<file path="src/rtl/pll_reconfig_slave_if.sv">
// Management bus between the reconfig sequencer (master) and the PLL reconfig slave.
// The slave stalls the master with mgmt_waitrequest; a transfer completes in a cycle where it is low.
interface pll_reconfig_slave_if;
    logic [5:0]  mgmt_address;
    logic        mgmt_write;
    logic [31:0] mgmt_writedata;
    logic        mgmt_read;
    logic [31:0] mgmt_readdata;
    logic        mgmt_waitrequest;

    modport master (
        output mgmt_address, mgmt_write, mgmt_writedata, mgmt_read,
        input  mgmt_readdata, mgmt_waitrequest
    );

    modport slave (
        input  mgmt_address, mgmt_write, mgmt_writedata, mgmt_read,
        output mgmt_readdata, mgmt_waitrequest
    );
endinterface

</file>
<file path="src/rtl/pll_reconfig_slave.sv">
// PLL reconfig responder: shadow register writes, START publishes M/N/C/K BUSY_CYCLES+1 cycles later.
// Backpressure: waitrequest held in every non-idle state in waitrequest mode, never in polling mode.
module pll_reconfig_slave #(
    parameter int NUM_C        = 5,
    parameter int BUSY_CYCLES  = 16,
    parameter int LOCK_TIMEOUT = 1024
) (
    input  logic                   mgmt_clk,
    input  logic                   mgmt_reset,
    pll_reconfig_slave_if.slave    mgmt,
    input  logic                   pll_locked_in,
    output logic                   cfg_apply,
    output logic                   cfg_busy,
    output logic [17:0]            cfg_m,
    output logic [17:0]            cfg_n,
    output logic [31:0]            cfg_k,
    output logic [NUM_C*18-1:0]    cfg_c
);
    typedef enum logic [1:0] {S_IDLE, S_BUSY, S_APPLY, S_LOCK_WAIT} state_e;

    localparam logic [5:0] A_MODE   = 6'd0;
    localparam logic [5:0] A_STATUS = 6'd1;
    localparam logic [5:0] A_START  = 6'd2;
    localparam logic [5:0] A_N      = 6'd3;
    localparam logic [5:0] A_M      = 6'd4;
    localparam logic [5:0] A_C      = 6'd5;
    localparam logic [5:0] A_K      = 6'd7;

    state_e               state_q, state_d;
    logic [31:0]          cnt_q, cnt_d;
    logic                 mode_q, mode_d;
    logic                 lock_to_q, lock_to_d;
    logic [31:0]          rdata_q, rdata_d;
    logic [17:0]          sh_n_q, sh_n_d, sh_m_q, sh_m_d;
    logic [31:0]          sh_k_q, sh_k_d;
    logic [NUM_C*18-1:0]  sh_c_q, sh_c_d;
    logic [17:0]          pend_n_q, pend_n_d, pend_m_q, pend_m_d;
    logic [31:0]          pend_k_q, pend_k_d;
    logic [NUM_C*18-1:0]  pend_c_q, pend_c_d;
    logic [17:0]          cfg_n_q, cfg_n_d, cfg_m_q, cfg_m_d;
    logic [31:0]          cfg_k_q, cfg_k_d;
    logic [NUM_C*18-1:0]  cfg_c_q, cfg_c_d;
    logic                 cfg_apply_q, cfg_apply_d;

    logic                 busy;
    logic                 waitreq;
    logic                 wr_acc;
    logic                 rd_acc;

    assign busy    = (state_q != S_IDLE);
    assign waitreq = busy && !mode_q;
    assign wr_acc  = mgmt.mgmt_write && !waitreq;
    assign rd_acc  = mgmt.mgmt_read && !mgmt.mgmt_write && !waitreq;

    assign mgmt.mgmt_waitrequest = waitreq;
    assign mgmt.mgmt_readdata    = rdata_q;
    assign cfg_busy  = busy;
    assign cfg_apply = cfg_apply_q;
    assign cfg_m     = cfg_m_q;
    assign cfg_n     = cfg_n_q;
    assign cfg_k     = cfg_k_q;
    assign cfg_c     = cfg_c_q;

    always_comb begin
        state_d     = state_q;
        cnt_d       = cnt_q;
        mode_d      = mode_q;
        lock_to_d   = lock_to_q;
        rdata_d     = rdata_q;
        sh_n_d      = sh_n_q;
        sh_m_d      = sh_m_q;
        sh_k_d      = sh_k_q;
        sh_c_d      = sh_c_q;
        pend_n_d    = pend_n_q;
        pend_m_d    = pend_m_q;
        pend_k_d    = pend_k_q;
        pend_c_d    = pend_c_q;
        cfg_n_d     = cfg_n_q;
        cfg_m_d     = cfg_m_q;
        cfg_k_d     = cfg_k_q;
        cfg_c_d     = cfg_c_q;
        cfg_apply_d = 1'b0;

        if (wr_acc) begin
            case (mgmt.mgmt_address)
                A_MODE: mode_d = mgmt.mgmt_writedata[0];
                A_N:    sh_n_d = mgmt.mgmt_writedata[17:0];
                A_M:    sh_m_d = mgmt.mgmt_writedata[17:0];
                A_K:    sh_k_d = mgmt.mgmt_writedata;
                A_C: begin
                    // Indices at or above NUM_C match no slot and fall through untouched.
                    for (int i = 0; i < NUM_C; i++) begin
                        if (mgmt.mgmt_writedata[22:18] == 5'(i)) begin
                            sh_c_d[i*18 +: 18] = mgmt.mgmt_writedata[17:0];
                        end
                    end
                end
                default: ;
            endcase
        end

        if (rd_acc) begin
            case (mgmt.mgmt_address)
                A_MODE:   rdata_d = {31'd0, mode_q};
                A_STATUS: rdata_d = {30'd0, lock_to_q, busy};
                A_N:      rdata_d = {14'd0, sh_n_q};
                A_M:      rdata_d = {14'd0, sh_m_q};
                A_K:      rdata_d = sh_k_q;
                default:  rdata_d = 32'd0;
            endcase
        end

        case (state_q)
            S_IDLE: begin
                // Snapshot at START so writes made while busy wait for the next apply.
                if (wr_acc && mgmt.mgmt_address == A_START) begin
                    state_d   = S_BUSY;
                    cnt_d     = 32'(BUSY_CYCLES - 1);
                    lock_to_d = 1'b0;
                    pend_n_d  = sh_n_q;
                    pend_m_d  = sh_m_q;
                    pend_k_d  = sh_k_q;
                    pend_c_d  = sh_c_q;
                end
            end
            S_BUSY: begin
                if (cnt_q == 32'd0) begin
                    state_d = S_APPLY;
                end else begin
                    cnt_d = cnt_q - 32'd1;
                end
            end
            S_APPLY: begin
                cfg_n_d     = pend_n_q;
                cfg_m_d     = pend_m_q;
                cfg_k_d     = pend_k_q;
                cfg_c_d     = pend_c_q;
                cfg_apply_d = 1'b1;
                state_d     = S_LOCK_WAIT;
                cnt_d       = 32'(LOCK_TIMEOUT - 1);
            end
            S_LOCK_WAIT: begin
                if (pll_locked_in) begin
                    state_d = S_IDLE;
                end else if (cnt_q == 32'd0) begin
                    lock_to_d = 1'b1;
                    state_d   = S_IDLE;
                end else begin
                    cnt_d = cnt_q - 32'd1;
                end
            end
            default: state_d = S_IDLE;
        endcase
    end

    always_ff @(posedge mgmt_clk or posedge mgmt_reset) begin
        if (mgmt_reset) begin
            state_q     <= S_IDLE;
            cnt_q       <= '0;
            mode_q      <= 1'b0;
            lock_to_q   <= 1'b0;
            rdata_q     <= '0;
            sh_n_q      <= '0;
            sh_m_q      <= '0;
            sh_k_q      <= '0;
            sh_c_q      <= '0;
            pend_n_q    <= '0;
            pend_m_q    <= '0;
            pend_k_q    <= '0;
            pend_c_q    <= '0;
            cfg_n_q     <= '0;
            cfg_m_q     <= '0;
            cfg_k_q     <= '0;
            cfg_c_q     <= '0;
            cfg_apply_q <= 1'b0;
        end else begin
            state_q     <= state_d;
            cnt_q       <= cnt_d;
            mode_q      <= mode_d;
            lock_to_q   <= lock_to_d;
            rdata_q     <= rdata_d;
            sh_n_q      <= sh_n_d;
            sh_m_q      <= sh_m_d;
            sh_k_q      <= sh_k_d;
            sh_c_q      <= sh_c_d;
            pend_n_q    <= pend_n_d;
            pend_m_q    <= pend_m_d;
            pend_k_q    <= pend_k_d;
            pend_c_q    <= pend_c_d;
            cfg_n_q     <= cfg_n_d;
            cfg_m_q     <= cfg_m_d;
            cfg_k_q     <= cfg_k_d;
            cfg_c_q     <= cfg_c_d;
            cfg_apply_q <= cfg_apply_d;
        end
    end
endmodule
</file>
<file path="src/flat_wrapper.sv">
// flat-port wrapper written by rule: the top's interface ports become plain ports
module pll_reconfig_slave_flat 
#(
    parameter int NUM_C        = 5,
    parameter int BUSY_CYCLES  = 16,
    parameter int LOCK_TIMEOUT = 1024
)
  (mgmt_clk, mgmt_reset, pll_locked_in, cfg_apply, cfg_busy, cfg_m, cfg_n, cfg_k, cfg_c, mgmt_mgmt_address, mgmt_mgmt_write, mgmt_mgmt_writedata, mgmt_mgmt_read, mgmt_mgmt_readdata, mgmt_mgmt_waitrequest);
  pll_reconfig_slave_if mgmt_i ();
  input  logic mgmt_clk;
  input  logic mgmt_reset;
  input  logic pll_locked_in;
  output logic cfg_apply;
  output logic cfg_busy;
  output logic [17:0] cfg_m;
  output logic [17:0] cfg_n;
  output logic [31:0] cfg_k;
  output logic [NUM_C*18-1:0] cfg_c;
  input wire logic [$bits(mgmt_i.mgmt_address)-1:0] mgmt_mgmt_address;
  input wire logic [$bits(mgmt_i.mgmt_write)-1:0] mgmt_mgmt_write;
  input wire logic [$bits(mgmt_i.mgmt_writedata)-1:0] mgmt_mgmt_writedata;
  input wire logic [$bits(mgmt_i.mgmt_read)-1:0] mgmt_mgmt_read;
  output wire logic [$bits(mgmt_i.mgmt_readdata)-1:0] mgmt_mgmt_readdata;
  output wire logic [$bits(mgmt_i.mgmt_waitrequest)-1:0] mgmt_mgmt_waitrequest;
  assign mgmt_i.mgmt_address = mgmt_mgmt_address;
  assign mgmt_i.mgmt_write = mgmt_mgmt_write;
  assign mgmt_i.mgmt_writedata = mgmt_mgmt_writedata;
  assign mgmt_i.mgmt_read = mgmt_mgmt_read;
  assign mgmt_mgmt_readdata = mgmt_i.mgmt_readdata;
  assign mgmt_mgmt_waitrequest = mgmt_i.mgmt_waitrequest;
  pll_reconfig_slave #(.NUM_C(NUM_C), .BUSY_CYCLES(BUSY_CYCLES), .LOCK_TIMEOUT(LOCK_TIMEOUT)) u_core (.mgmt_clk(mgmt_clk), .mgmt_reset(mgmt_reset), .mgmt(mgmt_i), .pll_locked_in(pll_locked_in), .cfg_apply(cfg_apply), .cfg_busy(cfg_busy), .cfg_m(cfg_m), .cfg_n(cfg_n), .cfg_k(cfg_k), .cfg_c(cfg_c));
endmodule
</file>
<file path="config.mk">
export PLATFORM = sky130hd
export DESIGN_NAME = pll_reconfig_slave_flat
export DESIGN_NICKNAME = d
export VERILOG_FILES = /design/src/rtl/pll_reconfig_slave_if.sv /design/src/rtl/pll_reconfig_slave.sv /design/src/flat_wrapper.sv
export SDC_FILE = /design/constraint.sdc
export NUM_CORES = 1
export LEC_CHECK = 0
export ABC_AREA = 1
export ABC_CLOCK_PERIOD_IN_PS = 18700
export CORE_UTILIZATION = 45
export CTS_CLUSTER_SIZE = 40
export DETAILED_ROUTE_END_ITERATION = 12
export GPL_TIMING_DRIVEN = 0
export PLACE_DENSITY = 0.69
export SYNTH_ARGS = -nofsm -noshare
export SYNTH_HDL_FRONTEND = slang
export SYNTH_SLANG_ARGS = --single-unit
</file>
<file path="constraint.sdc">
create_clock -name mgmt_clk -period 18.7 [get_ports mgmt_clk]
set_input_delay 1.87 -clock mgmt_clk [delete_from_list [all_inputs] [get_ports mgmt_clk]]
set_output_delay 1.87 -clock mgmt_clk [all_outputs]
set_load 0.005 [all_outputs]
</file>
# == Yosys cells after proc, flatten, opt, wreduce, memory -nomap -nowiden ==
# Cells that the tools add are included.
# classes
eq_ne,18
n_reduce_logical,27
n_mux,15
n_addsub,1
# ops
operator,count
one-hot mux 32 bit (5 select lines),1
one-hot mux 32 bit (4 select lines),1
2-to-1 mux 32 bit,3
logical NOT 32 bit,1
subtractor 32 x 1 -> 32 bit (second input constant),1
equality test 6 x 3 -> 1 bit (second input constant),3
AND reduction 3 bit,6
equality test 6 x 2 -> 1 bit (second input constant),2
AND reduction 2 bit,6
equality test 5 x 2 -> 1 bit (second input constant),2
2-to-1 mux 2 bit,4
one-hot mux 2 bit (4 select lines),1
equality test 6 x 1 -> 1 bit (second input constant),1
logical NOT 6 bit,1
!= test 2 x 1 -> 1 bit (second input constant),3
equality test 5 x 1 -> 1 bit (second input constant),1
equality test 5 x 3 -> 1 bit (second input constant),1
logical AND 1 bit,5
logical NOT 5 bit,1
equality test 2 bit (second input constant),2
2-to-1 mux 1 bit,4
AND reduction 4 bit,1
nonzero test 2 bit,2
logical NOT 1 bit,3
other kinds (5),5
# word_totals
register_bits,543
in_bits,43
elab_cells,83
out_inout_bits,193

# == Logic depth before layout (Yosys ltp) ==
# depth
depth_word,7
mapped_depth,14
mapped_depth_nobuf,12

# == Least setup slack after synthesis ==
# OpenSTA, ideal clock, no wires.
# synth_timing
path_type,flip-flop to output port
startpoint,reg u_core.state_q[0]
endpoint,out cfg_busy
arrival_ps,1810
path_slack_ps,15020
stages_incl_launch_ff,7
cell_sequence,dfrtp_1 -> inv_1 -> clkbuf_1 -> ha_1 -> clkbuf_1 -> clkinv_1 -> clkbuf_1
# synth_via
elab_chain_cells,1
# synth_rtl
element,line_no,source
from (decl),pll_reconfig_slave.sv:29,"state_e state_q, state_d;"
from (signal assigned),pll_reconfig_slave.sv:177,state_q <= state_d;
nonzero test 2 bit,pll_reconfig_slave.sv:50,assign busy = (state_q != S_IDLE);
to (decl),flat_wrapper.sv:14,output logic cfg_busy;
# Every way passes these cells.

# == Worst setup path after layout ==
# Ends and elaborated chain as after synthesis.

==> flow_metrics.py <==
metrics = {
    "place": {
        "pre_cts_slack_ns": 13.62,
        "dp_hpwl_mm": 43.7,
        "gp_congestion": 0.874,
        "placed_area_mm2": 0.0247,
        "place.detailed.instances": 3098,
        "port-buffer-count": 235,
    },
    "drt": {
        "wl_met1_mm": 26.1,
        "final_antenna_net_count": 0,
        "drt_first_pass_iters": 10,
        "via_density_per_instance": 5.22,
        "route.detailed.wl_per_inst_um": 19.1,
        "wl_met3_mm": 4.29,
        "uppermost_routed_layer": "met5",
        "drt_drc_violations_left": 16,
        "routed_wirelength_mm": 61.1,
        "routed-via-count": 16687,
        "wire_length_on_met2_mm": 29.0,
        "first_iter_violations": 1518,
    },
    "cts": {
        "clk_pin_slew_worst_paths_ns": 0.06,
        "clk_root_buffer_cell": "sky130_fd_sc_hd__clkbuf_16",
        "cts_num_sinks": 543,
        "cts-resized-gates": 0,
        "clk-insertion-delay-late_ns": 0.62,
        "cts_hold_repair.buffers": 0,
        "tritoncts": "built",
        "numCtsBuffers": 54,
        "h-tree-depth": 2,
        "cts_setup_buffers": 0,
        "clock_path_buffers": 3,
    },
    "synth": {
        "synth_largest_type_area_fraction": 0.633,
        "synthAdderAreaFrac": 0.00292,
        "synthXorXnorAreaFrac": 0.00122,
        "post_synth_num_cell_types": 27,
        "synth_area_mm2": 0.0215,
        "synth.net_count": 2299,
        "synth_top_cell_by_area": "sky130_fd_sc_hd__dfrtp_1",
        "synth.ff_latch_count": 543,
        "syn_area_per_cell_um2": 9.53,
        "synth_compound_area_frac": 0.0776,
        "synth.yosys.warnings": 0,
        "ys_top_cells_by_area": "sky130_fd_sc_hd__dfrtp_1 (63%), sky130_fd_sc_hd__nand2_1 (15%), sky130_fd_sc_hd__o21ai_0 (6.3%), sky130_fd_sc_hd__mux2_2 (5.8%), sky130_fd_sc_hd__inv_1 (2.3%)",
        "synthSimpleGateAreaFrac": 0.184,
        "synth_top_family_by_area": "simple AND/OR/NAND/NOR gates",
        "share_of_the_yosys_chip_area_belonging_to_registers": 0.633,
        "number_of_instances_in_the_synthesized_netlist": 2251,
        "synth_mux_area_frac": 0.0583,
    },
    "die": {
        "die-height_um": 220,
        "design.core.area_mm2": 0.0468,
        "design.die.area_mm2": 0.0485,
        "fp-row-count": 79,
        "start_util": 0.459,
        "ios": 236,
        "die_width_um": 220,
    },
    "pwr": {
        "power.ir.vdd_worst_mv": 0.0757,
        "p_leak_nw": 13.1,
        "power.density_mw_per_mm2": 107,
        "design_power_total_mw": 2.85,
    },
    "critical_path": {
        "cp.required_ns": 16.83,
        "worst_setup_path_startpoint": "u_core.state_q[0]",
        "criticalPathCategory": "flop to output pin",
        "crit_reg_reg_startpoint": "u_core.state_q[0]",
        "worst_ep_arrival_time_ns": 3.84,
        "r2r_cells": 10,
        "element_type_at_the_critical_path_end": "output pin",
        "startpoint_type": "flop",
        "critical_path_peak_fanout": 11,
    },
    "grt": {
        "antenna_found_initial": 5,
        "groute.usage.overall": 0.258,
        "grt_pass1_wl_mm": 95.0,
        "grt_overflow": 0,
        "number_of_global_route_vias_before_repair": 16650,
        "grt_start_max_net_pins": 140,
    },
    "timing": {
        "hold_viol": 0,
        "maxSlewViolCount": 0,
        "period_minus_slack_ns": 5.71,
        "max-slew-margin-rel": 0.235,
        "clock-skew-final_ns": 0.0228,
        "worstMarginPinSlew_ns": 1.14,
        "fin_ws_ns": 12.99,
        "setup_repair_after_global_routing_missed_its_margin": "false",
        "finalCritPeriodShare": 0.305,
        "report.final.setup_viol": 0,
        "clock.fmax_ghz": 0.175,
    },
    "finish": {
        "most_common_cell_after_layout_fill_and_taps_aside": "sky130_fd_sc_hd__nand2_1",
        "drive_gt1_frac": 0.0854,
        "areaGrowthSynthToFinish_pct": 23.6,
        "most-common-layout-cells": "sky130_fd_sc_hd__nand2_1 (840), sky130_fd_sc_hd__dfrtp_1 (543), sky130_fd_sc_hd__o21ai_0 (272)",
        "fin_area_mm2": 0.0265,
        "instances_no_fill": 3197,
        "final_net_count": 2595,
        "fill_cells": 4083,
        "layout.core_utilization": 0.567,
    },
    "worst_hold_path": {
        "timing.hold.worst.class": "flop to flop",
        "min_path_cells": 2,
        "worst_hold_start": "u_core.pend_c_q[18]",
    },
    "flow_run": {
        "drv_cap": 0,
    },
    "outcome": {
        "failed_checks": "DRC",
        "run_status": "finished, violations left",
    },
}
[stage by stage]
step	TNS (ns)	hold WS, ns
2_1_floorplan	0	0.440
3_3_place_gp	-2030.04	0.456
3_5_place_dp	0	0.455
4_1_cts	0	0.469
5_1_grt	0	0.487
6_report	0	0.468
[layout make-up]
type                            instances  area, um2  share of cell area
Antenna cell                            1       2.50           0.0000944
Buffer                                103        412              0.0155
Clock buffer                           75       1560              0.0589
Clock inverter                         23        245             0.00925
Inverter                              135        514              0.0194
Multi-Input combinational cell       1470       6950               0.262
Sequential cell                       543      13600               0.512
Tap cell                              607        759              0.0286
Timing Repair Buffer                  240       2490              0.0939
[cells by family (layout without fill, tap and decap cells)]
group | count (synthesis) | after routing
and+or+nand+nor | 1024 | 1024
xor gates and xnor gates | 3 | 3
adders and majority gates | 5 | 5
other | 0 | 1
buffers and inverters | 238 | 576
muxes | 111 | 111
DFF | 543 | 543
AOI/OAI and AO/OA | 327 | 327
[path summary, 6_finish.rpt]
kind                                                end  slack (ns)
max in group asynchronous              u_core.cfg_c[83]       15.20
setup reg to reg           u_core.mgmt.mgmt_readdata[4]       15.13
hold / removal                         u_core.cfg_c[18]        0.47
setup / recovery                               cfg_busy       12.99
hold reg to reg                        u_core.cfg_c[18]        0.47
min in group asynchronous              u_core.cfg_c[20]        1.63
[synth_stat cells, drive strengths merged]
master	number
nand2	840
dfrtp	543
o21ai	272
inv	133
nor2	122
mux2	111
clkbuf	86
a21oi	41
nand3	39
buf	17
nand4	9
nor3	8
o22ai	6
ha	5
nor4	5
xor2	3
a31oi	2
clkinv	2
o21bai	2
a21boi	1
a22oi	1
nand3b	1
o21a	1
o31ai	1
[layer usage]
layer / GRT usage / vias to the layer above
li1: - / 7787
met1: 0.350 / 8297
met2: 0.412 / 505
met3: 0.0566 / 96
met4: 0.0823 / 2
met5: 0 / -
[power by group]
part | internal, mW | total [mW] | switching [mW]
Combinational | 0.125 | 0.466 | 0.340
Sequential | 1.23 | 1.28 | 0.0447
Clock | 0.639 | 1.10 | 0.464
Total | 2.00 | 2.85 | 0.849
[worst max-delay path: stages (launching register included)]
cell	delay [ns]
sky130_fd_sc_hd__dfrtp_1	0.45
sky130_fd_sc_hd__inv_1	0.15
sky130_fd_sc_hd__clkbuf_1	0.43
sky130_fd_sc_hd__ha_1	0.35
sky130_fd_sc_hd__clkbuf_1	0.44
sky130_fd_sc_hd__clkinv_1	0.49
sky130_fd_sc_hd__clkbuf_1	0.37
sky130_fd_sc_hd__clkdlybuf4s50_1	0.52
[flip-flops by register name, indices dropped and copies added, names as in the netlist]
signal	cells
u_core.cfg_apply	1
u_core.cfg_c	90
u_core.cfg_k	32
u_core.cfg_m	18
u_core.cfg_n	18
u_core.cnt_q	32
u_core.lock_to_q	1
u_core.mgmt.mgmt_readdata	32
u_core.mode_q	1
u_core.pend_c_q	90
u_core.pend_k_q	32
u_core.pend_m_q	18
u_core.pend_n_q	18
u_core.sh_c_q	90
u_core.sh_k_q	32
u_core.sh_m_q	18
u_core.sh_n_q	18
u_core.state_q	2
(Power assumes the default switching activity.)
